## src/rtl/gps_pkg.sv

```systemverilog
// rtl/gps_pkg.sv - shared C/A code constants, FSM state type and PRN-to-G2 phase-selector table
package gps_pkg;

    localparam int CA_CODE_LEN = 1023;
    localparam int NCO_W       = 32;

    typedef enum logic [1:0] {
        IDLE = 2'd0,
        RUN  = 2'd1,
        SLEW = 2'd2
    } ca_state_e;

    // Feedback masks: bit i is LFSR stage i+1 (stage 10 is the output)
    localparam logic [9:0] G1_TAPS = 10'b10_0000_0100;
    localparam logic [9:0] G2_TAPS = 10'b11_1010_0110;

    typedef struct packed {
        logic [3:0] a;
        logic [3:0] b;
    } g2_tap_t;

    // G2 phase-selector stage pairs (1-based), PRN 1..32
    localparam logic [7:0] G2_TAP_TABLE [32] = '{
        8'h26, 8'h37, 8'h48, 8'h59, 8'h19, 8'h2A, 8'h18, 8'h29,
        8'h3A, 8'h23, 8'h34, 8'h56, 8'h67, 8'h78, 8'h89, 8'h9A,
        8'h14, 8'h25, 8'h36, 8'h47, 8'h58, 8'h69, 8'h13, 8'h46,
        8'h57, 8'h68, 8'h79, 8'h8A, 8'h16, 8'h27, 8'h38, 8'h49
    };

    function automatic g2_tap_t prn_taps(input logic [4:0] prn_idx);
        logic [7:0] t;
        g2_tap_t    r;
        t   = G2_TAP_TABLE[prn_idx];
        r.a = t[7:4] - 4'd1;
        r.b = t[3:0] - 4'd1;
        return r;
    endfunction

endpackage

```

## src/rtl/ca_lfsr.sv

```systemverilog
// rtl/ca_lfsr.sv - 10-bit Fibonacci LFSR with all-ones load and single-step control
module ca_lfsr
    import gps_pkg::*;
#(
    parameter logic [9:0] TAPS = G1_TAPS
) (
    input  logic       clk,
    input  logic       rst,
    input  logic       load_i,
    input  logic       step_i,
    output logic [9:0] state_o
);

    logic [9:0] state_q;
    logic [9:0] state_d;

    always_comb begin
        state_d = state_q;
        if (load_i) begin
            state_d = '1;
        end else if (step_i) begin
            state_d = {state_q[8:0], ^(state_q & TAPS)};
        end
    end

    always_ff @(posedge clk or posedge rst) begin
        if (rst) begin
            state_q <= '1;
        end else begin
            state_q <= state_d;
        end
    end

    assign state_o = state_q;

endmodule

```

## src/rtl/ca_code_gen.sv

```systemverilog
// rtl/ca_code_gen.sv - GPS C/A code generator with code NCO; chip slew gated by CA_CODE_SLEW_EN
module ca_code_gen
    import gps_pkg::*;
(
    input  logic             clk,
    input  logic             rst,
    input  logic             start,
    input  logic             stop,
    input  logic [5:0]       prn,
    input  logic [NCO_W-1:0] phase_incr,
    input  logic             slew_req,
    input  logic [9:0]       slew_chips,
    output logic             code,
    output logic             epoch,
    output logic [9:0]       chip_idx,
    output logic             running,
    output logic             prn_err,
    output logic             slew_busy
);

    ca_state_e        state_q;
    logic [NCO_W-1:0] phase_q;
    logic             tick_q;
    logic [9:0]       chip_idx_q;
    logic [9:0]       chip_idx_d;
    logic             prn_err_q;
    g2_tap_t          taps_q;
    logic [9:0]       g1_state;
    logic [9:0]       g2_state;
    logic [NCO_W:0]   nco_sum;
    logic             start_ok;
    logic             restart;
    logic             slew_go;
    logic             adv;
    logic             last_chip;
    logic             lfsr_load;
    logic             lfsr_step;

    assign start_ok  = start && (prn != 6'd0) && (prn <= 6'd32);
    assign restart   = !stop && start_ok;
    assign last_chip = (chip_idx_q == 10'(CA_CODE_LEN - 1));
    assign nco_sum   = {1'b0, phase_q} + {1'b0, phase_incr};

`ifdef CA_CODE_SLEW_EN
    logic [9:0] slew_cnt_q;
    assign slew_go   = (state_q == RUN) && slew_req && (slew_chips != 10'd0);
    assign slew_busy = (state_q == SLEW);
`else
    logic unused_slew;
    assign unused_slew = ^{slew_req, slew_chips};
    assign slew_go     = 1'b0;
    assign slew_busy   = 1'b0;
`endif

    always_comb begin
        adv = 1'b0;
        if (!stop && !start_ok) begin
            if (state_q == RUN && !slew_go && tick_q) adv = 1'b1;
`ifdef CA_CODE_SLEW_EN
            if (state_q == SLEW) adv = 1'b1;
`endif
        end
        // A step past the last chip reloads both registers rather than shifting
        lfsr_load  = restart || (adv && last_chip);
        lfsr_step  = adv && !last_chip;
        chip_idx_d = chip_idx_q;
        if (restart) begin
            chip_idx_d = 10'd0;
        end else if (adv) begin
            chip_idx_d = last_chip ? 10'd0 : chip_idx_q + 10'd1;
        end
    end

    ca_lfsr #(.TAPS(G1_TAPS)) u_g1 (
        .clk     (clk),
        .rst     (rst),
        .load_i  (lfsr_load),
        .step_i  (lfsr_step),
        .state_o (g1_state)
    );

    ca_lfsr #(.TAPS(G2_TAPS)) u_g2 (
        .clk     (clk),
        .rst     (rst),
        .load_i  (lfsr_load),
        .step_i  (lfsr_step),
        .state_o (g2_state)
    );

    always_ff @(posedge clk or posedge rst) begin
        if (rst) begin
            state_q    <= IDLE;
            phase_q    <= '0;
            tick_q     <= 1'b0;
            chip_idx_q <= 10'd0;
            prn_err_q  <= 1'b0;
            taps_q     <= prn_taps(5'd0);
`ifdef CA_CODE_SLEW_EN
            slew_cnt_q <= 10'd0;
`endif
        end else begin
            chip_idx_q <= chip_idx_d;
            if (start && !start_ok) prn_err_q <= 1'b1;
            if (stop) begin
                state_q <= IDLE;
                tick_q  <= 1'b0;
            end else if (start_ok) begin
                state_q   <= RUN;
                phase_q   <= '0;
                tick_q    <= 1'b0;
                prn_err_q <= 1'b0;
                taps_q    <= prn_taps(prn[4:0] - 5'd1);
            end else begin
                case (state_q)
                    RUN: begin
                        if (slew_go) begin
`ifdef CA_CODE_SLEW_EN
                            state_q    <= SLEW;
                            slew_cnt_q <= slew_chips;
`endif
                            tick_q <= 1'b0;
                        end else begin
                            phase_q <= nco_sum[NCO_W-1:0];
                            tick_q  <= nco_sum[NCO_W];
                        end
                    end
`ifdef CA_CODE_SLEW_EN
                    SLEW: begin
                        tick_q     <= 1'b0;
                        slew_cnt_q <= slew_cnt_q - 10'd1;
                        if (slew_cnt_q == 10'd1) state_q <= RUN;
                    end
`endif
                    default: tick_q <= 1'b0;
                endcase
            end
        end
    end

    assign code     = (state_q != IDLE) && (g1_state[9] ^ g2_state[taps_q.a] ^ g2_state[taps_q.b]);
    assign epoch    = tick_q && last_chip && (state_q == RUN);
    assign chip_idx = chip_idx_q;
    assign running  = (state_q != IDLE);
    assign prn_err  = prn_err_q;

endmodule

```

## config.mk

```make
export PLATFORM = sky130hd
export DESIGN_NAME = ca_code_gen
export DESIGN_NICKNAME = d
export VERILOG_FILES = /design/src/rtl/gps_pkg.sv /design/src/rtl/ca_lfsr.sv /design/src/rtl/ca_code_gen.sv
export SDC_FILE = /design/constraint.sdc
export NUM_CORES = 1
export LEC_CHECK = 0
export CAP_MARGIN = 15
export CORE_ASPECT_RATIO = 0.8
export CORE_MARGIN = 2
export CORE_UTILIZATION = 58
export DETAILED_ROUTE_END_ITERATION = 12
export GPL_TIMING_DRIVEN = 1
export PLACE_DENSITY = 0.82
export SLEW_MARGIN = 20
export SYNTH_ARGS = -nofsm -noshare
export SYNTH_HDL_FRONTEND = slang
export SYNTH_HIERARCHICAL = 1
export SYNTH_SLANG_ARGS = --single-unit
```

## constraint.sdc

```tcl
create_clock -name clk -period 2.8 [get_ports clk]
set_input_delay 0.56 -clock clk [delete_from_list [all_inputs] [get_ports clk]]
set_output_delay 0.56 -clock clk [all_outputs]
set_load 0.1 [all_outputs]
```

Word-level counts from Yosys, hierarchy flattened
Memories as Yosys holds them, arrays and structs flattened.
Cells that the tools add are included.
{ "totals": {"ram_bits": 0, "elab_cells": 75, "output_inout_bits": 15, "latch_bits": 0, "mem_count": 1, "mem_bits_ro": 256, "register_bits": 74, "in_bits": 53} }
{ "classes": {"n_lt_le_gt_ge": 4, "div_mod_pow": 0, "eq_ne": 2, "n_addsub": 5, "bitwise": 4, "n_mul": 0, "shifts": 0, "reduce_logical": 25, "mux": 25} }
{ "mem_list": {"columns": ["memory", "words", "width", "read_ports", "rd_clocked_by_memory_dff", "wr", "line_no", "text"], "rows": [
  ["(no name shown)", 32, 8, 1, 0, 0, "gps_pkg.sv:33", "t = G2_TAP_TABLE[prn_idx];"]
]} }
{ "ops": {"columns": ["op", "n"], "rows": [
  ["10-bit 2-to-1 mux", 7],
  ["32-bit 2-to-1 mux", 2],
  ["32-bit by 32-bit adder with 33-bit output", 1],
  ["10-bit parity", 2],
  ["8-bit 2-to-1 mux", 2],
  ["1-bit logical AND", 11],
  ["10-bit by 1-bit adder with 10-bit output (second input constant)", 1],
  ["10-bit == test (second input constant)", 1],
  ["4-bit by 5-bit < comparator with 1-bit output (second input constant)", 2],
  ["1-bit 2-to-1 mux", 10],
  ["2-bit nonzero test", 5],
  ["1-bit binary-select mux with 4-bit select", 2],
  ["4-bit by 1-bit subtractor with 4-bit output (second input constant)", 2],
  ["6-bit >= comparator (second input constant)", 1],
  ["6-bit <= comparator (second input constant)", 1],
  ["5-bit inverter with 6-bit output", 1],
  ["6-bit nonzero test", 1],
  ["5-bit by 1-bit subtractor with 5-bit output (second input constant)", 1],
  ["2-bit 2-to-1 mux", 2],
  ["2-bit AND reduction", 2],
  ["1-bit zero test", 3],
  ["2-bit by 1-bit == test with 1-bit output (second input constant)", 1],
  ["1-bit XOR", 2],
  ["1-bit logical OR", 1],
  ["1-bit inverter", 1]
]} }

Depth between registers and ports, before layout
{ "depth": {"ltp_word": 9, "ltp_mapped": 14, "ltp_nobuf": 11} }

Modules after synthesis
The synthesis kept the hierarchy.
{ "modules_own_cells": {"columns": ["mod", "seq_area_each_um2", "instances", "area_each_um2", "cells_each"], "rows": [
  ["ca_code_gen", 1330.0, 1, 4972.3, 608],
  ["ca_lfsr (u_g2)", 262.8, 1, 480.5, 39],
  ["ca_lfsr (u_g1)", 262.8, 1, 430.4, 34]
]} }

Least setup slack after synthesis
OpenSTA, ideal clock, no wires.
{ "synth_path": {"kind": "register -> output", "from": "reg chip_idx_q[7] (netlist: chip_idx[7])", "to": "out epoch", "path_stages_with_launch": 5, "required_ns": 2.240, "path_slack_ns": -0.555, "arrival_time_ns": 2.795, "path_cell_list": "dfrtp_1 -> nand4_1 -> nor2_1 -> nand3_1 -> nor2_1"} }
{ "synth_via": {"elab_chain_cells": 3} }
{ "synth_lines": {"columns": ["element", "line_no", "text"], "rows": [
  ["start: declaration", "ca_code_gen.sv:24", "logic [9:0] chip_idx_q;"],
  ["start signal: assignment", "ca_code_gen.sv:102", "chip_idx_q <= chip_idx_d;"],
  ["10-bit == test", "ca_code_gen.sv:41", "assign last_chip = (chip_idx_q == 10'(CA_CODE_LEN - 1));"],
  ["1-bit logical AND (2 in a row)", "ca_code_gen.sv:141", "assign epoch = tick_q && last_chip && (state_q == RUN);"],
  ["end: declaration", "ca_code_gen.sv:14", "output logic epoch,"]
]} }
Every way passes these cells.

Worst setup path after layout
{ "layout_path": {"from": "reg taps_q[4] in the netlist's numbering", "to": "out code"} }
{ "layout_via": {"elab_chain_cells": 5} }
{ "layout_lines": {"columns": ["element", "line_no", "text"], "rows": [
  ["start: declaration", "ca_code_gen.sv:27", "g2_tap_t taps_q;"],
  ["start signal: assignment", "ca_code_gen.sv:97", "taps_q <= prn_taps(5'd0);"],
  ["start signal: assignment", "ca_code_gen.sv:112", "taps_q <= prn_taps(prn[4:0] - 5'd1);"],
  ["1-bit binary-select mux with 4-bit select", "ca_code_gen.sv:140", "assign code = (state_q != IDLE) && (g1_state[9] ^ g2_state[taps_q.a] ^ g2_state[taps_q.b]);"],
  ["1-bit 2-to-1 mux (implied by the code)", "ca_code_gen.sv:140", null],
  ["1-bit XOR (2 in a row)", "ca_code_gen.sv:140", null],
  ["1-bit logical AND", "ca_code_gen.sv:140", null],
  ["end: declaration", "ca_code_gen.sv:13", "output logic code,"]
]} }
Every way passes these cells. The select of a mux whose other input is x is not followed.

==> results.yml <==
run_status:
  outcome: "finished with violations"
  failed_checks: "setup timing"
synthesis:
  synth.cells.most_frequent: "nand2_1, o21ai_0, dfrtp_1"
  count_of_flip_flops_with_a_built_in_enable_after_synthesis: 0
  post_synthesis_cell_area_sq_um: 5883
  synth.top_cell.area_share_pct: 21.27
  synthesis.nets: 778
  average_cell_area_after_synthesis_sq_um: 8.639
  synthMostInstantiatedCell: "nand2_1"
  synth_area_leader_cell: "dfrtp_1"
  postSynth.topFlopCell: "dfrtp_1"
  netlist-cell-type-count: 82
  ys_seq_elements: 73
  ys_warn_count: 6
  syn_inst: 681
  share_of_synthesized_area_occupied_by_flip_flops_and_latches_pct: 31.54
  yosys-top-cells-area: "dfrtp_1, dfstp_2, ha_1, o21ai_0, nand2_1"
  proportion_of_synthesized_flip_flops_having_asynchronous_set_or_reset_pct: 100.0
clock_tree:
  numClockSinks: 73
  clk_latency_ps: 340
  cts_tree: "yes"
  clock_path_buffers: 2
  cts_made_buffers: 9
  cts_hold_buf: 0
  clock-root-buffer: "clkbuf_16"
  clk_pin_slew_worst_paths_ps: 70
  h-tree-depth: 3
global_route:
  global_route_wire_length_before_repair_microns: 27800
  number_of_antenna_violations_at_the_first_check_in_global_routing: 0
  largest_net_degree_at_the_start_of_global_routing: 33
  globalRouteOverflowTotal: 0
  via_count_of_the_first_global_routing_pass: 5993
  groute.usage.overall_pct: 31.91
power_and_ir_drop:
  fin_total_pwr_mw: 5.780
  leakage_nw: 3.547
  ir_drop_uv: 704.7
  power_density_nw_per_um2: 730.0
drt:
  drcViolationCount: 0
  routed_wire_length_per_instance_microns: 17.51
  drtPass1Iterations: 5
  route.final.wire_length_microns: 17210
  ant_nets: 0
  vias: 5997
  drtIter0Drc: 489
  route.detailed.vias_per_inst: 6.101
place:
  placed_cells_incl_taps: 959
  io_buffer_count: 55
  dpl.hpwl_microns: 12560
  gp_routability_congestion: 0.9368
flow_run:
  max_cap_viol_count: 0
timing:
  tns_ps: -107.2
  rsz0062_at_grt: "true"
  max_clock_freq_mhz: 344.0
  report.final.slew_viol_count: 0
  timing.hold.ws_ps: 482.9
  setup_violations: 1
  fin_worst_skew_ps: 8.397
  finalWorstPathRequiredPeriod_ps: 2907
  layout_setup_ws_ps: -107.2
  final.period_utilization_pct: 103.8
  number_of_endpoints_with_negative_hold_slack_in_the_final_report: 0
cells_and_area:
  fin_cells: 983
  post_route_cells_drive_above_1_share_pct: 28.22
  fin_util_pct: 81.05
  layout.nets: 939
  area_delta_synth_final_pct: 34.58
  antenna-diode-count: 0
  fill_cell_instance_count_of_the_final_layout: 644
worst_setup_path:
  type_of_the_worst_setup_path: "flop to output port"
  cp_max_fo: 3
  crit_required_ps: 2240
  critPathArrivalTime_ps: 2350
  worstSetupEndpointType: "output port"
  cp-start-kind: "flop"
die:
  floorplan.die.width_microns: 116.6
  fp.dieArea_sq_um: 10970
  start_util_pct: 60.22
  row_count: 32
  coreArea_sq_um: 9769
  design.portCount: 68
  die_h_microns: 94.08
hold_path:
  min-delay-path-class: "flop to flop"
==> report_power, final <==
part / internal, mW / switching (mW)
logic: 1.49 / 1.52
clock network: 0.627 / 0.519
registers: 1.39 / 0.237
==> cells in the final DEF, fill, tap and decap left out, types with 10 or more instances in the layout <==
cell	synthesis	final
buf_4	1	143
nand2_1	85	85
o21ai_0	67	63
dfrtp_1	50	50
a21oi_1	49	47
ha_1	43	40
clkdlybuf4s50_1	0	39
nor2_1	33	30
xnor2_1	26	23
dfstp_2	23	23
xor2_1	20	20
nand4_1	17	17
inv_1	18	14
nor2b_1	14	14
mux2i_1	14	14
a21o_1	13	13
nand3_1	11	11
nor3_1	12	11
a31oi_1	11	10
==> stage by stage <==
stage | setup WS (ps) | area [sq um]
floorplan | 17.56 | 5933
global placement | -394.2 | 7442
detailed placement | -459.1 | 7442
CTS | -45.19 | 7790
global route | -224.0 | 7918
finish | -107.2 | 7918
==> routing by layer <==
layer / share of wire [%] / track usage [%] / vias up
met1: 42 / 41.66 / 2863
met3: 6.7 / 4.968 / 47
li1: - / - / 2830
met5: 0 / 0 / -
met2: 48 / 53.39 / 257
met4: 2.5 / 11.96 / 0
==> sequential cells by signal (all words and copies together), names as in the netlist <==
register and cells:
tick_q 1, taps_q 8, u_g1/state_o 10, prn_err 1, chip_idx 10, phase_q 32
u_g2/state_o 10, state_q 1
==> kinds of logic after synthesis <==
| logic type | share of synthesized area [%] |
|---|---|
| other | 0.06374 |
| AO/OA/AOI/OAI | 24.39 |
| flip-flops | 31.54 |
| multiplexers | 4.679 |
| adder cells (fa/ha/maj) | 9.485 |
| AND/OR/NAND/NOR | 18.59 |
| buffers and inverters | 4.019 |
| XOR/XNOR | 7.231 |
==> worst max-delay path: stages, from the launching register on <==
cell,delay [ps]
dfstp_2,580
mux4_2,500
mux2i_1,150
o21ai_1,90
xor2_1,250
xnor2_2,120
nor2_4,130
buf_12,180
==> what timing repair did <==
item,4_1_cts,5_1_grt
endpoints found under the setup margin,8,37
hold endpoints to repair,0,0
setup buffers,3,5
resized for setup,8,24
pin swaps,2,10
==> final cells by class <==
class / instances / area (sq um) / area share (%)
Multi-Input combinational cell: 549 / 3940 / 49.76
Sequential cell: 73 / 1856 / 23.44
Timing Repair Buffer: 189 / 1580 / 19.96
Clock buffer: 9 / 225.2 / 2.845
Tap cell: 136 / 170.2 / 2.149
Inverter: 20 / 80.08 / 1.011
Clock inverter: 7 / 66.31 / 0.8375
==> final timing paths <==
check | startpoint | slack (ps) | cells after the start | to
worst max-delay path | taps_q[4] | -110 | 7 | code
worst min-delay path | phase_q[26] | 480 | 2 | phase_q[26]
worst max register to register | phase_q[6] | 330 | 9 | phase_q[17]
worst min register to register | phase_q[26] | 480 | 2 | phase_q[26]
max in group asynchronous | rst | 1570 | 3 | phase_q[11]
min in group asynchronous | rst | 620 | 2 | taps_q[5]
Power figures use the tool's default switching activity.
